<file path="src/rtl/cplx_integrate_dump.sv">
// cplx_integrate_dump: complex integrate-and-dump of N=ilen+1 valid I/Q samples per block.
// Define CPLX_INTDUMP_SAT_EN for saturating adds with a sticky oover flag; otherwise adds wrap.
module cplx_integrate_dump #(
  parameter int pIDAT_W = 16,
  parameter int pODAT_W = 24,
  parameter int pLEN_W  = 8
) (
  input  logic                      iclk,
  input  logic                      ireset,
  input  logic                      iclkena,
  input  logic [pLEN_W-1:0]         ilen,
  input  logic                      isop,
  input  logic                      ival,
  input  logic signed [pIDAT_W-1:0] idat_re,
  input  logic signed [pIDAT_W-1:0] idat_im,
  output logic                      oval,
  output logic signed [pODAT_W-1:0] odat_re,
  output logic signed [pODAT_W-1:0] odat_im,
  output logic                      oover
);
  typedef enum logic {IDLE, RUN} state_t;
  state_t r_state;
  logic signed [pODAT_W-1:0] r_acc_re, r_acc_im, w_base_re, w_base_im;
  logic signed [pODAT_W-1:0] w_ext_re, w_ext_im, w_sum_re, w_sum_im;
  logic [pLEN_W:0] r_cnt, r_n, w_cnt, w_n, w_len;
  logic r_sticky, w_sticky, w_ovf, w_dump, w_take;

  // An isop sample restarts the block from an empty accumulator.
  assign w_take    = ival & (isop | (r_state == RUN));
  assign w_base_re = isop ? '0 : r_acc_re;
  assign w_base_im = isop ? '0 : r_acc_im;
  assign w_ext_re  = pODAT_W'(idat_re);
  assign w_ext_im  = pODAT_W'(idat_im);
  assign w_len     = {1'b0, ilen} + (pLEN_W+1)'(1);
  assign w_cnt     = (isop ? '0 : r_cnt) + (pLEN_W+1)'(1);
  assign w_n       = isop ? w_len : r_n;
  assign w_dump    = w_cnt == w_n;

`ifdef CPLX_INTDUMP_SAT_EN
  logic [pODAT_W:0] w_wide_re, w_wide_im;
  logic w_ovf_re, w_ovf_im;
  assign w_wide_re = {w_base_re[pODAT_W-1], w_base_re} + {w_ext_re[pODAT_W-1], w_ext_re};
  assign w_wide_im = {w_base_im[pODAT_W-1], w_base_im} + {w_ext_im[pODAT_W-1], w_ext_im};
  assign w_ovf_re  = w_wide_re[pODAT_W] ^ w_wide_re[pODAT_W-1];
  assign w_ovf_im  = w_wide_im[pODAT_W] ^ w_wide_im[pODAT_W-1];
  // The true sign bit selects which rail to clamp to.
  assign w_sum_re  = w_ovf_re ? {w_wide_re[pODAT_W], {(pODAT_W-1){~w_wide_re[pODAT_W]}}} : w_wide_re[pODAT_W-1:0];
  assign w_sum_im  = w_ovf_im ? {w_wide_im[pODAT_W], {(pODAT_W-1){~w_wide_im[pODAT_W]}}} : w_wide_im[pODAT_W-1:0];
  assign w_ovf     = w_ovf_re | w_ovf_im;
`else
  assign w_sum_re  = w_base_re + w_ext_re;
  assign w_sum_im  = w_base_im + w_ext_im;
  assign w_ovf     = 1'b0;
`endif
  assign w_sticky  = (~isop & r_sticky) | w_ovf;

  always_ff @(posedge iclk or negedge ireset)
    if (!ireset) begin
      r_state  <= IDLE;
      r_cnt    <= '0;
      r_n      <= '0;
      r_acc_re <= '0;
      r_acc_im <= '0;
      r_sticky <= 1'b0;
      oval     <= 1'b0;
      odat_re  <= '0;
      odat_im  <= '0;
      oover    <= 1'b0;
    end else if (iclkena) begin
      oval <= w_take & w_dump;
      if (w_take) begin
        r_state  <= RUN;
        r_cnt    <= w_dump ? '0 : w_cnt;
        r_n      <= w_dump ? w_len : w_n;
        r_acc_re <= w_dump ? '0 : w_sum_re;
        r_acc_im <= w_dump ? '0 : w_sum_im;
        r_sticky <= ~w_dump & w_sticky;
      end
      if (w_take & w_dump) begin
        odat_re <= w_sum_re;
        odat_im <= w_sum_im;
        oover   <= w_sticky;
      end
    end
endmodule

</file>
<file path="config.mk">
export PLATFORM = sky130hd
export DESIGN_NAME = cplx_integrate_dump
export DESIGN_NICKNAME = d
export VERILOG_FILES = /design/src/rtl/cplx_integrate_dump.sv
export SDC_FILE = /design/constraint.sdc
export NUM_CORES = 1
export LEC_CHECK = 0
export CAP_MARGIN = 25
export CORE_MARGIN = 3
export CORE_UTILIZATION = 40
export CTS_BUF_LIST = sky130_fd_sc_hd__clkbuf_2
export DETAILED_ROUTE_END_ITERATION = 12
export GPL_TIMING_DRIVEN = 0
export PLACE_DENSITY = 0.69
export SLEW_MARGIN = 20
export SYNTH_ARGS = -nofsm -noshare
export SYNTH_HDL_FRONTEND = slang
export SYNTH_SLANG_ARGS = --single-unit
</file>
<file path="constraint.sdc">
create_clock -name iclk -period 3.8 [get_ports iclk]
set_input_delay 0.57 -clock iclk [delete_from_list [all_inputs] [get_ports iclk]]
set_output_delay 0.57 -clock iclk [all_outputs]
set_load 0.005 [all_outputs]
</file>
==> out/results.ini, run 1 <==
[global_routing]
grt_max_degree=76
grt_overflow=0
grt_pass1_wl_mm=32.1
grt_use_total_pct=19.7
grt_pass1_vias=6255
antenna_found_initial=1

[logic_synthesis]
synth_compound_area_share_pct=21.1
synth_xor_area_share_pct=7.49
syn_area_mm2=0.00749
synth-simple-area-share_pct=16.4
syn-num-nets=902
synthAdderAreaFrac_pct=8.56
syn_area_per_cell_um2=9.28
yosys_warnings=0
ys_top_cells_by_area=dfrtp_1 (39%), ha_1 (8.0%), o21ai_0 (5.5%)
synth_edf_count=0
synthDistinctLibCells=55
syn_inst=807
yosys.area.top_type=dfrtp_1
synth_ff_type=dfrtp_1
async_flop_share_pct=100
ys_seq_elements=118
synth_top_area_share_pct=39.4
synth_top_family_by_area=compound AO/OA/AOI/OAI gates
synth_mux_area_share_pct=3.98
synth.yosys.seq_area_share_pct=39.4

[floorplanning]
die_area_mm2=0.0204
ios=95
rows=49
die_y_um=143
coreArea_mm2=0.0181
start_util_pct=41.3
fp.dieW_um=143

[sta]
min_period_ns=3.63
setup_viol=0
slew_headroom_pct=45.6
rsz0062_at_grt=yes
fmax_mhz=275
hold_violations=0
drv_slew=0
min_period_over_period_pct=95.6
fin_skew_ns=0.0347
worst_pin_slew_ns=0.812

[power_and_ir_drop]
ir_worst_vdd_mv=0.171
p_total_mw=4.36
p_per_area_mw_per_mm2=482
p_leak_nw=4.08

[routing]
avgViaCountPerCell=5.51
firstDrtPassIters=5
drc=0
avgRoutedWirePerCell_um=16.7
ant_nets=0
drt-total-wl_mm=19.5
drtIter0Drc=346
dr_total_vias=6420

[place]
portBuffers=93
dp_hpwl_mm=14.3
gp_congestion=0.888

[worst_setup_path]
cp-end-kind=flip-flop
worstSetupPathType=input pin to flip-flop
crit_required_ns=4.46
r2r_slack_ns=0.40
cp-start-kind=input pin
crit_path_max_fanout=16
reg2reg_depth=13
cp.arrival_ns=4.29

[final_layout]
fin_nets=1017
area_delta_synth_final_pct=20.8
drive_gt1_share_pct=8.45
final_util_pct=49.9

[cts]
root_buffer=clkbuf_2
htreeDepth=4
cts_buffers=17
cts.sinks=118
tritoncts=built
cts.path.max_buffers=2
path_clk_slew_ns=0.19
clk_latency_ns=0.72

[flow_run]
cap_violations=0

[outcome]
status=complete, no violations

[worst_hold_path]
hp-class=input pin to asynchronous set/reset pin

[through the flow]
step           cells  worst slack [ns]  hold slack (ns)  TNS [ns]  cell area [um^2]
2_1_floorplan    807            0.0202            0.274         0              7490
3_3_place_gp    1129             -2.58            0.451   -379.07              8710
3_5_place_dp    1130             -1.12            0.459    -77.92              8740
4_1_cts         1163           0.00899            0.253         0              8970
5_1_grt         1165           -0.0355            0.276   -0.0355              9050
6_report        1165             0.168            0.302         0              9050
[metal layers]
layer	global-route usage, %	wire (um)	vias up	part of all wire [%]
li1	-	-	3139	-
met1	28.3	9420	3070	48
met2	30.1	8620	185	44
met3	3.72	1040	26	5.3
met4	6.35	393	0	2.0
met5	0	0	-	0
[cells in the final DEF, fill, tap and decap left out, types with 9 or more instances in the layout]
master,instances
a21o_1,29
nor2b_1,52
inv_1,9
xor2_1,23
a21oi_1,38
nand3_1,20
clkbuf_2,31
nor3_1,10
xnor2_1,41
clkbuf_1,24
mux2_1,10
nor2_1,27
a31oi_1,11
o31ai_1,28
ha_1,47
a22o_1,15
o21ai_0,81
nand2_1,110
clkdlybuf4s50_1,92
dfrtp_1,118
[logic make-up after synthesis]
logic type	Yosys count
adders and majority gates	50
DFF	118
buffers and inverters	54
and+or+nand+nor	252
xor gates and xnor gates	64
AOI/OAI and AO/OA	245
muxes	24
[registers in the layout, indices dropped and copies added, names as in the netlist]
| name | flops |
|---|---|
| odat_im | 24 |
| odat_re | 24 |
| r_acc_re | 24 |
| oover | 1 |
| r_n | 9 |
| r_acc_im | 24 |
| r_state | 1 |
| oval | 1 |
| r_cnt | 9 |
| r_sticky | 1 |
[report_power, final]
part / switching (mW) / internal, mW / leakage [nW]
Combinational: 0.972 / 0.888 / 2.42
Clock: 0.485 / 0.301 / 0.132
Sequential: 0.162 / 1.55 / 1.53
Total: 1.62 / 2.74 / 4.08
[final timing paths]
| check | startpoint | endpoint |
|---|---|---|
| max | isop | r_cnt[5] |
| min | ireset | odat_im[3] |
| max reg2reg | r_cnt[0] | r_cnt[5] |
| min reg2reg | r_acc_re[1] | r_acc_re[1] |
| max in group asynchronous | ireset | odat_re[11] |
| min in group iclk | isop | r_cnt[5] |
[repair_timing]
item | CTS | global route
hold endpoints to repair | 43 | 0
pin swaps | 0 | 1
gates resized for setup | 2 | 30
setup buffers | 0 | 2
setup endpoints to repair | 16 | 94
hold buffers | 1 | 0
[synth_stat cells, drive strengths merged, types with 23 or more instances]
master,count
a21oi,38
o31ai,29
o21ai,85
xnor2,41
clkbuf,36
ha,48
xor2,23
nor2,28
a21o,29
nand2,111
dfrtp,118
nor2b,52
[critical path, stage by stage]
cell and delay (ns):
clkbuf_2 0.17, clkbuf_2 0.25, buf_2 0.26, buf_2 0.24, nor2b_1 0.14, ha_2 0.25
nand3_2 0.20, or4_1 0.58, a21o_1 0.21, a31oi_1 0.28, nor4_4 0.08, buf_4 0.17
buf_4 0.15, nor2_4 0.46, nand2_1 0.11, o21ai_0 0.16
[area by class of cell]
class / instances / area, um^2
multi-input cells: 635 / 4360
plain buffers: 44 / 213
fillers: 1757 / 9100
clock inverters: 11 / 109
well taps: 229 / 287
diodes: 1 / 2.50
inverters: 9 / 33.8
flip-flops and latches: 118 / 2950
repair buffers: 97 / 985
clock buffers: 21 / 105
No activity file was read; power rests on OpenSTA's default activity.
==> run 2: changes to the inputs <==
- DONT_BUFFER_PORTS: default -> 1
- PLACE_DENSITY: 0.69 -> 0.62
==> run 2 against run 1 <==
Non-clock buffer count is 86 lower. Global-route usage shrank 0.18 points. Clock skew grew 0.0077 ns. Critical path type unchanged.
==> out/results.ini, run 2 (synthesized netlist as in run 1, its figures left out) <==
[sta]
fmax_mhz=276  ; was 275 MHz
tns_ns=0  ; unchanged
hold_violations=0  ; unchanged
fin_skew_ns=0.0424  ; was 0.0347 ns
min_period_ns=3.63  ; about the same
rsz0062_at_grt=no  ; was yes
worst_pin_slew_ns=0.796  ; was 0.812 ns
worst_slack_ns=0.173  ; was 0.168 ns
setup_viol=0  ; unchanged
slew_headroom_pct=46.7  ; was 45.6%
drv_slew=0  ; unchanged
min_period_over_period_pct=95.4  ; was 95.6%

[place]
dp_slack_ns=-0.994  ; was -1.12 ns
gp_congestion=0.879  ; was 0.888
dp.cells=1036  ; was 1130
portBuffers=0  ; was 93
place_area_mm2=0.00779  ; was 0.00874 mm^2
dp_hpwl_mm=14.1  ; was 14.3 mm

[global_routing]
grt_max_degree=119  ; was 76
grt_use_total_pct=19.5  ; was 19.7%
antenna_found_initial=1  ; unchanged
grt_overflow=0  ; unchanged
grt_pass1_vias=5946  ; was 6255
grt_pass1_wl_mm=31.4  ; was 32.1 mm

[cts]
clk_latency_ns=0.73  ; was 0.72 ns
cts.sinks=118  ; unchanged
root_buffer=clkbuf_2  ; unchanged
cts_buffers=17  ; unchanged
path_clk_slew_ns=0.18  ; was 0.19 ns
tritoncts=built  ; unchanged
cts.path.max_buffers=2  ; unchanged
htreeDepth=4  ; unchanged

[worst_setup_path]
crit_path_max_fanout=10  ; was 16
r2r_slack_ns=0.46  ; was 0.40 ns
crit_path_start=isop  ; unchanged
cpPeakStageDelay_ns=0.44  ; was 0.58 ns
crit_path_end=odat_im[18]  ; was r_cnt[5]
path_cells=clkbuf_2 > clkbuf_2 > buf_2 > buf_2 > nor2b_1 > ha_1 > fa_1 > a211oi_1 > nor2_1 > o21ai_2 > o21ai_1 > a221o_1 > a21oi_1 > xnor2_1 > mux2_1  ; was clkbuf_2 > clkbuf_2 > buf_2 > buf_2 > nor2b_1 > ha_2 > nand3_2 > or4_1 > a21o_1 > a31oi_1 > nor4_4 > buf_4 > buf_4 > nor2_4 > nand2_1 > o21ai_0
crit_required_ns=4.42  ; was 4.46 ns
cp-end-kind=flip-flop  ; unchanged
r2r-start=r_cnt[0]  ; unchanged
path_depth=15  ; was 16
worstSetupPathType=input pin to flip-flop  ; unchanged
path_delay_family=compound AO/OA/AOI/OAI gates  ; was simple AND/OR/NAND/NOR gates
critPathBufInv=4  ; was 6
slowest_stage=fa_1  ; was or4_1
reg2reg_depth=12  ; was 13
cp-start-kind=input pin  ; unchanged
cp.arrival_ns=4.25  ; was 4.29 ns
r2r-end=odat_re[18]  ; was r_cnt[5]

[floorplanning]
ios=95  ; unchanged
die_area_mm2=0.0204  ; unchanged
coreArea_mm2=0.0181  ; unchanged
start_util_pct=41.3  ; unchanged
rows=49  ; unchanged
fp.dieW_um=143  ; unchanged
die_y_um=143  ; unchanged

[flow_run]
cap_violations=0  ; unchanged

[worst_hold_path]
hp-class=input pin to flip-flop  ; was input pin to asynchronous set/reset pin
min_path_cells=2

[outcome]
status=complete, no violations  ; unchanged

[routing]
drt-total-wl_mm=19.6  ; was 19.5 mm
dr_total_vias=6017  ; was 6420
drc=0  ; unchanged
avgViaCountPerCell=5.58  ; was 5.51
firstDrtPassIters=4  ; was 5
ant_nets=0  ; unchanged
drtIter0Drc=375  ; was 346
avgRoutedWirePerCell_um=18.2  ; was 16.7 um

[final_layout]
design_area_mm2=0.00825  ; was 0.00905 mm^2
final_cell_mix=dfrtp_1 (118), nand2_1 (110), o21ai_0 (81), nor2b_1 (52), ha_1 (47)  ; was dfrtp_1 (118), nand2_1 (110), clkdlybuf4s50_1 (92), o21ai_0 (81), nor2b_1 (52)
final_common_cell=dfrtp_1  ; unchanged
stdcell_count=1079  ; was 1165
fillers=1831  ; was 1757
multiInputGateArea_mm2=0.00436  ; unchanged
area_delta_synth_final_pct=10.2  ; was 20.8%
drive_gt1_share_pct=8.95  ; was 8.45%
fin_nets=931  ; was 1017
regArea_mm2=0.00295  ; unchanged

[power_and_ir_drop]
ir_worst_vdd_mv=0.187  ; was 0.171 mV
p_per_area_mw_per_mm2=527  ; was 482 mW/mm^2
p_leak_nw=3.79  ; was 4.08 nW

[run 2: cell count changes in the layout (fill, tap and decap cells not counted), moves of 2 or more]
cell,change
clkinvlp_4,-2
clkdlybuf4s50_1,-92
clkinv_2,-2
clkinv_1,+3
dlygate4sd3_1,+7
bufinv_16,+3
[run 2: metrics by stage]
step                      power [mW]  hold WS [ns]  util (%)
after floorplan                 2.98         0.274         -
after global placement          3.28         0.279      42.9
after detailed placement        3.32         0.280      42.9
after CTS                       4.35       0.00170      45.1
after global routing            4.67      0.000679      45.5
final                           4.35        0.0455      45.5
[run 2: area by class of cell]
type | count | area share, %
Tap cell | 229 | 3.47
Buffer | 45 | 2.65
Inverter | 9 | 0.409
Sequential cell | 118 | 35.8
Clock inverter | 13 | 2.24
Multi-Input combinational cell | 635 | 52.9
Timing Repair Buffer | 10 | 1.40
Clock buffer | 19 | 1.15
Antenna cell | 1 | 0.0303
[run 2: timing repair]
item,in CTS,in global routing
pin swaps,1,0
hold buffers,8,1
setup endpoints to repair,30,57
endpoints found under the hold margin,121,1
resized for setup,5,28
buffers inserted,1,0
[run 2: worst min path at each step]
| stage | startpoint | to |
|---|---|---|
| 6_report | ilen[4] | r_n[4] |
| 3_5_place_dp | ireset | odat_im[16] |
| 3_3_place_gp | ireset | odat_im[16] |
| 5_1_grt | ival | r_sticky |
| 4_1_cts | ilen[6] | r_n[6] |
| 2_1_floorplan | ireset | odat_im[0] |
[run 2: where the power goes]
group | switching (mW) | internal [mW] | leakage [nW] | total, mW
clock network | 0.504 | 0.490 | 0.163 | 0.994
logic | 0.900 | 0.715 | 2.10 | 1.61
registers | 0.187 | 1.55 | 1.53 | 1.74
[run 2: layer usage]
| layer | global-route usage [%] | wire (um) |
|---|---|---|
| met5 | 0 | 0 |
| met2 | 30.2 | 8860 |
| met4 | 6.80 | 500 |
| met1 | 26.5 | 9160 |
| met3 | 5.36 | 1100 |
